$ cat src/rtl/iiitb_bcd_updown_counter.sv
// iiitb_bcd_updown_counter: multi-digit BCD up/down counter with wrap/saturate bounds, load and sticky flags
module iiitb_bcd_updown_counter #(
    parameter int DIGITS = 2
) (
    input  logic                  wb_clk_i,
    input  logic                  wb_rst_i,
    input  logic                  en,
    input  logic                  up_dn,
    input  logic                  sat_mode,
    input  logic [4*DIGITS-1:0]   max_val,
    input  logic                  load,
    input  logic [4*DIGITS-1:0]   load_val,
    input  logic                  clr_flags,
    output logic [4*DIGITS-1:0]   count,
    output logic                  tc,
    output logic                  ovf,
    output logic                  load_err
);
    localparam int W = 4 * DIGITS;
    localparam logic [W-1:0] ALL9 = {DIGITS{4'h9}};
    logic [W-1:0] inc_val, dec_val, max_eff, next_val;
    logic [3:0] d;
    logic cin, bin, max_bad, load_bad, load_ok, at_top, at_zero, hit;
    // Decimal ripple increment/decrement, digit validity and the effective upper bound
    always_comb begin
        inc_val = count;
        dec_val = count;
        cin = 1'b1;
        bin = 1'b1;
        max_bad = 1'b0;
        load_bad = 1'b0;
        d = 4'd0;
        for (int k = 0; k < DIGITS; k++) begin
            d = count[4*k +: 4];
            inc_val[4*k +: 4] = cin ? (d == 4'd9 ? 4'd0 : d + 4'd1) : d;
            dec_val[4*k +: 4] = bin ? (d == 4'd0 ? 4'd9 : d - 4'd1) : d;
            cin = cin & (d == 4'd9);
            bin = bin & (d == 4'd0);
            max_bad = max_bad | (max_val[4*k +: 4] > 4'd9);
            load_bad = load_bad | (load_val[4*k +: 4] > 4'd9);
        end
        max_eff = max_bad ? ALL9 : max_val;
        load_ok = !load_bad && (load_val <= max_eff);
        at_top = count >= max_eff;
        at_zero = count == '0;
        hit = en && (up_dn ? at_top : at_zero);
        next_val = up_dn ? (at_top ? (sat_mode ? count : '0) : inc_val)
                         : (at_zero ? (sat_mode ? count : max_eff) : dec_val);
    end
    // Count, boundary pulse and sticky flags; reset beats load beats enable
    always_ff @(posedge wb_clk_i) begin
        if (wb_rst_i) begin
            count <= '0;
            tc <= 1'b0;
            ovf <= 1'b0;
            load_err <= 1'b0;
        end else begin
            if (load) count <= load_ok ? load_val : count;
            else if (en) count <= next_val;
            tc <= !load && hit;
            ovf <= (!load && hit) || (ovf && !clr_flags);
            load_err <= (load && !load_ok) || (load_err && !clr_flags);
        end
    end
endmodule
$ cat config.mk
export PLATFORM = sky130hd
export DESIGN_NAME = iiitb_bcd_updown_counter
export DESIGN_NICKNAME = d
export VERILOG_FILES = /design/src/rtl/iiitb_bcd_updown_counter.sv
export SDC_FILE = /design/constraint.sdc
export NUM_CORES = 1
export LEC_CHECK = 0
export BUFFER_PORTS_ARGS = -buffer_cell sky130_fd_sc_hd__buf_2
export CORE_MARGIN = 4
export CORE_UTILIZATION = 40
export DETAILED_ROUTE_END_ITERATION = 12
export GPL_ROUTABILITY_DRIVEN = 0
export GPL_TIMING_DRIVEN = 0
export PLACE_DENSITY = 0.62
export SYNTH_ARGS = -nofsm -noshare
export SYNTH_HDL_FRONTEND = slang
export SYNTH_SLANG_ARGS = --single-unit
$ cat constraint.sdc
create_clock -name wb_clk_i -period 3.66 [get_ports wb_clk_i]
set_input_delay 0.366 -clock wb_clk_i [delete_from_list [all_inputs] [get_ports wb_clk_i]]
set_output_delay 0.366 -clock wb_clk_i [all_outputs]
set_load 0.03 [all_outputs]
# --- Word level (Yosys, flattened, before mapping) ---
# Index checks and enable logic that the tools add are counted.
op_classes:
  eq_ne: 6
  n_addsub: 4
  n_shift: 0
  n_mux: 16
  n_div: 0
  multipliers: 0
  n_reduce_logical: 19
  order_cmp: 6
  bitwise: 2
op_table:
  columns: ["op", "n"]
  rows:
  - ["$mux 8", 9]
  - ["$mux 4", 6]
  - ["$gt 4x4->1 const B", 4]
  - ["$add 4x1->4 const B", 2]
  - ["$eq 4x4->1 const B", 2]
  - ["$ge 8x8->1", 1]
  - ["$le 8x8->1", 1]
  - ["$logic_not 4->1", 2]
  - ["$logic_not 8->1", 1]
  - ["$ne 4x4->1 const B", 2]
  - ["$sub 4x1->4 const B", 2]
  - ["$logic_and 1x1->1", 6]
  - ["$reduce_and 6->1", 1]
  - ["$logic_not 1->1", 4]
  - ["$ne 4x1->1 const B", 1]
  - ["$reduce_and 4->1", 1]
  - ["$reduce_bool 4->1", 1]
  - ["$logic_or 1x1->1", 2]
  - ["$ne 2x1->1 const B", 1]
  - ["$or 1x1->1", 2]
  - ["$reduce_bool 2->1", 1]
  - ["$mux 1", 1]
totals:
  rom_bits: 0
  ramBits: 0
  wordCells: 58
  output_inout_bits: 11
  in_bits: 23
  memories: 0
  latch_bits: 0
  register_bits: 11

# --- Depth between registers and ports, before layout ---
depth:
  word_depth: 8
  mapped_depth: 12
  mapped_depth_nobuf: 11

# --- Worst setup path after synthesis ---
# Ideal clock, no wire load.
synth_path:
  kind: "input port to flip-flop"
  start: "input port max_val[1]"
  end: "register count[7]"
  setup_ps: 71
  slack_ps: 501
  arrival_time_ps: 3089
  cell_stages: 10
  required_ps: 3589
  cell_sequence: "o21a_1 or3_1 ha_1 nand2b_1 a2111o_1 a21oi_2 o211ai_4 a311o_1 or4b_1 a21oi_1"
synth_via:
  elab_chain_cells: 8
synth_lines:
  columns: ["item", "line", "source"]
  rows:
  - ["start, declared", "10", "input logic [4*DIGITS-1:0] max_val,"]
  - ["$gt 4x4->1", "39", "max_bad = max_bad | (max_val[4*k +: 4] > 4'd9);"]
  - ["$or 1x1->1", "39", null]
  - ["$mux 8 *", "42", "max_eff = max_bad ? ALL9 : max_val;"]
  - ["$ge 8x8->1 or $mux 8 (tied branches)", "44, 48", null]
  - ["$mux 8 (on tied branches)", "47, 48", null]
  - ["$mux 8", "47", "next_val = up_dn ? (at_top ? (sat_mode ? count : '0) : inc_val)"]
  - ["$mux 8", "59", "else if (en) count <= next_val;"]
  - ["$mux 8", "58", "if (load) count <= load_ok ? load_val : count;"]
  - ["end signal, assigned", "58", null]
  - ["end signal, assigned", "59", null]
  - ["end, declared", "14", "output logic [4*DIGITS-1:0] count,"]
# Every way passes the cells marked *; elsewhere a longest branch is shown, timed or not. The select of a mux whose other input is x is not followed.
# A chain may end at the register's enable or synchronous reset.

# --- Worst setup path in the final report ---
# Ends and elaborated chain as after synthesis.

==> metrics.log <==
INFO  metric yosysUniqueCellTypes = 44
INFO  metric h-tree-depth = 1
INFO  metric cp_slowest_cell = sky130_fd_sc_hd__or4b_1
INFO  metric post_route_cells_drive_above_1_share = 18.6%
INFO  metric headroom_to_the_max_slew_limit = 51.7%
INFO  metric cts_repair_resize_count = 0
INFO  metric synthesized_area_fraction_occupied_by_ao_oa_aoi_and_oai_cells = around a third
INFO  metric outcome = completed
INFO  metric number_of_buffers_added_by_the_clock_tree_synthesis_step = 3
INFO  metric max_cap_violations = 0
INFO  metric routed_len_inst = roughly 15 um
INFO  metric finalSetupViolations = 0
INFO  metric cts_hold_buffers = 0
INFO  metric detail_route.iter0.violations = between 70 and 80
INFO  metric clock_tree_from_tritoncts = done
INFO  metric total_of_flip_flops_plus_latches_after_synthesis = 11
INFO  metric synth_sequential_area_ratio = between 10% and 20%
INFO  metric cts.path.max_buffers = 2
INFO  metric die_y = approximately 66 um
INFO  metric power.leakage = a little over 0.7 nW
INFO  metric detail_route.wirelength = 4030 um
INFO  metric grt_pass1_vias = around 1,500
INFO  metric core = approximately 3200 um2
INFO  metric fmax = between 200 and 300 MHz
INFO  metric rsz0062_at_grt = no
INFO  metric synth_flop_cell = sky130_fd_sc_hd__dfxtp_1
INFO  metric synthXorXnorAreaFrac = 0%
INFO  metric avgSynthCellArea = between 7 and 8 um2
INFO  metric report.power.total = 0.492 mW
INFO  metric ant_nets = 0
INFO  metric gr-total-overflow = 0
INFO  metric starting_density_of_the_core = between 40% and 50%
INFO  metric die_width = 66.4 um
INFO  metric final_period_minus_worst_setup_slack = 3.35 ns
INFO  metric drt_first_pass_iters = 4
INFO  metric critical_path_arrival = about 3.5 ns
INFO  metric worstSkewPairLatency = 0.26 ns
INFO  metric grt_start_max_net_pins = 11
INFO  metric hold_path.class = input port to register
INFO  metric crit_start_category = input port
INFO  metric clk_root_buffer_cell = sky130_fd_sc_hd__clkbuf_4
INFO  metric tritoncts_num_sinks = 11
INFO  metric postLayoutCellArea = ~1600 um2
INFO  metric dieArea = between 4000 and 5000 um2
INFO  metric nNetsFinal = around 270
INFO  metric hold_viol = 0
INFO  metric synth_top_family_by_area = compound AO/OA/AOI/OAI gates
INFO  metric postSynthCellCount = 184
INFO  metric number_of_placement_rows = 20
INFO  metric timing.final.max_slew_violations = 0
INFO  metric yosys.area_share.adder = between 10% and 20%
INFO  metric area_delta_synth_final = 17.7%
INFO  metric clk_pin_slew_worst_paths = 0.06 ns
INFO  metric synth-edff-count = 0
INFO  metric synth_fp_nets = 228
INFO  metric cp-end-kind = register
INFO  metric netlist_area = between 1000 and 1500 um2
INFO  metric synthSimpleGateAreaFrac = between 20% and 30%
INFO  metric worst_slew_pin_slew = approximately 0.72 ns
INFO  metric final.fill_count = ~350
INFO  metric first_pass_grt_wire_length = about 6600 um
INFO  metric crit_path_cell_trace = buf_2, o21a_1, or3_1, ha_1, nand2b_1, a2111o_1, a21oi_2, o211ai_4, a311o_1, or4b_1, a21oi_1
INFO  metric crit_path_max_fanout = 8
INFO  metric fin_crit_sh = 91.5%
INFO  metric crit_required = about 3.9 ns
INFO  metric ir_worst_vdd = 0.000140 V
INFO  metric post_synth_mux_area_share = 0%
INFO  metric clock_skew = around 0.005 ns
INFO  metric antenna_cells = 0
INFO  metric post_drt_via_cell_ratio = just under 6
INFO  metric leading_cell_type_in_the_layout_fill_and_taps_excluded = sky130_fd_sc_hd__buf_2
INFO  metric slowest_delay = 0.55 ns
INFO  metric power_per_cell_area = a little over 300 nW/um2
INFO  metric critPathKind = input port to register
INFO  metric num_vias = 1,556
INFO  metric ys_warn_count = 0
INFO  metric final_cell_mix = sky130_fd_sc_hd__buf_2, sky130_fd_sc_hd__ha_1, sky130_fd_sc_hd__nand2_1
INFO  metric grt_antenna_before_repair = 0
INFO  metric ios = 34
INFO  metric synth_async_sr_flop_share = 0%
INFO  metric buffer_ports.inserted = 32
INFO  metric placed_cell_area = roughly 1600 um2
INFO  metric globalRouteTotalUtil = around a fifth
INFO  metric drc = 0
INFO  metric postCtsSetupRepairBufs = 0
INFO  metric detailed_place_hpwl = 3330 um
INFO  metric worst_hold_slack = about 0.39 ns
INFO  metric setup_total_negative_slack = 0 ns
[path summary, 6_finish.rpt]
kind | depth (start not counted) | start | slack (ns) | end
worst max register to register | 9 | count[0] | 0.60 | count[7]
worst min-delay path | 3 | wb_rst_i | 0.39 | count[4]
worst min register to register | 2 | ovf | 0.46 | ovf
worst max-delay path | 11 | max_val[1] | 0.31 | count[7]
[cells in the mapped netlist (2+ instances only)]
master                     instances  area share [%]
sky130_fd_sc_hd__ha_1             21              19
sky130_fd_sc_hd__nand2_1          18             4.9
sky130_fd_sc_hd__a21oi_1          17             6.2
sky130_fd_sc_hd__nor2_1           16             4.4
sky130_fd_sc_hd__o21ai_0          13             4.8
sky130_fd_sc_hd__dfxtp_1          11              16
sky130_fd_sc_hd__inv_1             9             2.5
sky130_fd_sc_hd__clkbuf_1          6             1.6
sky130_fd_sc_hd__nand3_1           6             2.2
sky130_fd_sc_hd__a221oi_1          5             3.2
sky130_fd_sc_hd__nand2b_1          5             2.3
sky130_fd_sc_hd__nor2b_1           4             1.8
sky130_fd_sc_hd__nor3_1            4             1.5
sky130_fd_sc_hd__o21a_1            4             2.2
sky130_fd_sc_hd__o31ai_1           4             2.2
sky130_fd_sc_hd__a211oi_1          3             1.6
sky130_fd_sc_hd__a21o_1            2             1.1
sky130_fd_sc_hd__a31oi_1           2            0.92
sky130_fd_sc_hd__and3_1            2            0.92
sky130_fd_sc_hd__nand4_1           2            0.92
sky130_fd_sc_hd__nor3b_1           2             1.1
sky130_fd_sc_hd__nor4_1            2            0.92
sky130_fd_sc_hd__o311a_1           2             1.5
sky130_fd_sc_hd__o32ai_1           2             1.3
sky130_fd_sc_hd__or3b_2            2             1.3
sky130_fd_sc_hd__or4b_1            2             1.5
[critical path: cells and delay by family]
family / cells / cell delay [ns]
AOI/OAI and AO/OA: 6 / 1.64
and+or+nand+nor: 3 / 1.11
adders and majority gates: 1 / 0.29
buffers and inverters: 1 / 0.12
[logic make-up after synthesis]
group	after synthesis
flops	11
simple gates	71
fa+ha+maj	21
compound gates	65
buf+inv	16
[area by class of cell]
| cell class | count | area [um2] | share of cell area (%) |
|---|---|---|---|
| tap | 44 | 55.1 | 3.42 |
| multi-input combinational | 157 | 1080 | 67.5 |
| buffer | 7 | 27.5 | 1.71 |
| inverter | 9 | 33.8 | 2.10 |
| clock buffer | 4 | 26.3 | 1.63 |
| timing repair buffer | 32 | 160 | 9.96 |
| sequential | 11 | 220 | 13.7 |
[routing by layer]
metal | part of all wire (%) | global-route usage (%)
met1 | 45 | 23.6
met2 | 49 | 33.6
met3 | 5.1 | 3.91
met4 | 0.84 | 3.30
met5 | 0 | 0
[where the power goes]
group | switching [mW] | internal [mW] | total, mW | leakage, nW
Sequential | 0.0185 | 0.131 | 0.150 | 0.0904
Combinational | 0.163 | 0.101 | 0.264 | 0.602
Clock | 0.0360 | 0.0421 | 0.0781 | 0.0150
Total | 0.218 | 0.274 | 0.492 | 0.707
[state kept, by name, summed over array words and instances, names as in the netlist]
register	count
count	8
ovf	1
load_err	1
tc	1
[per-stage QoR]
stage	cells	utilization (%)	worst slack, ns
after detailed placement	260	50.2	0.0832
after global routing	264	51.0	0.179
after CTS	264	51.0	0.358
final	264	51.0	0.310
after global placement	260	50.2	0.108
after floorplan	184	-	0.501
Power figures use the tool's default switching activity.
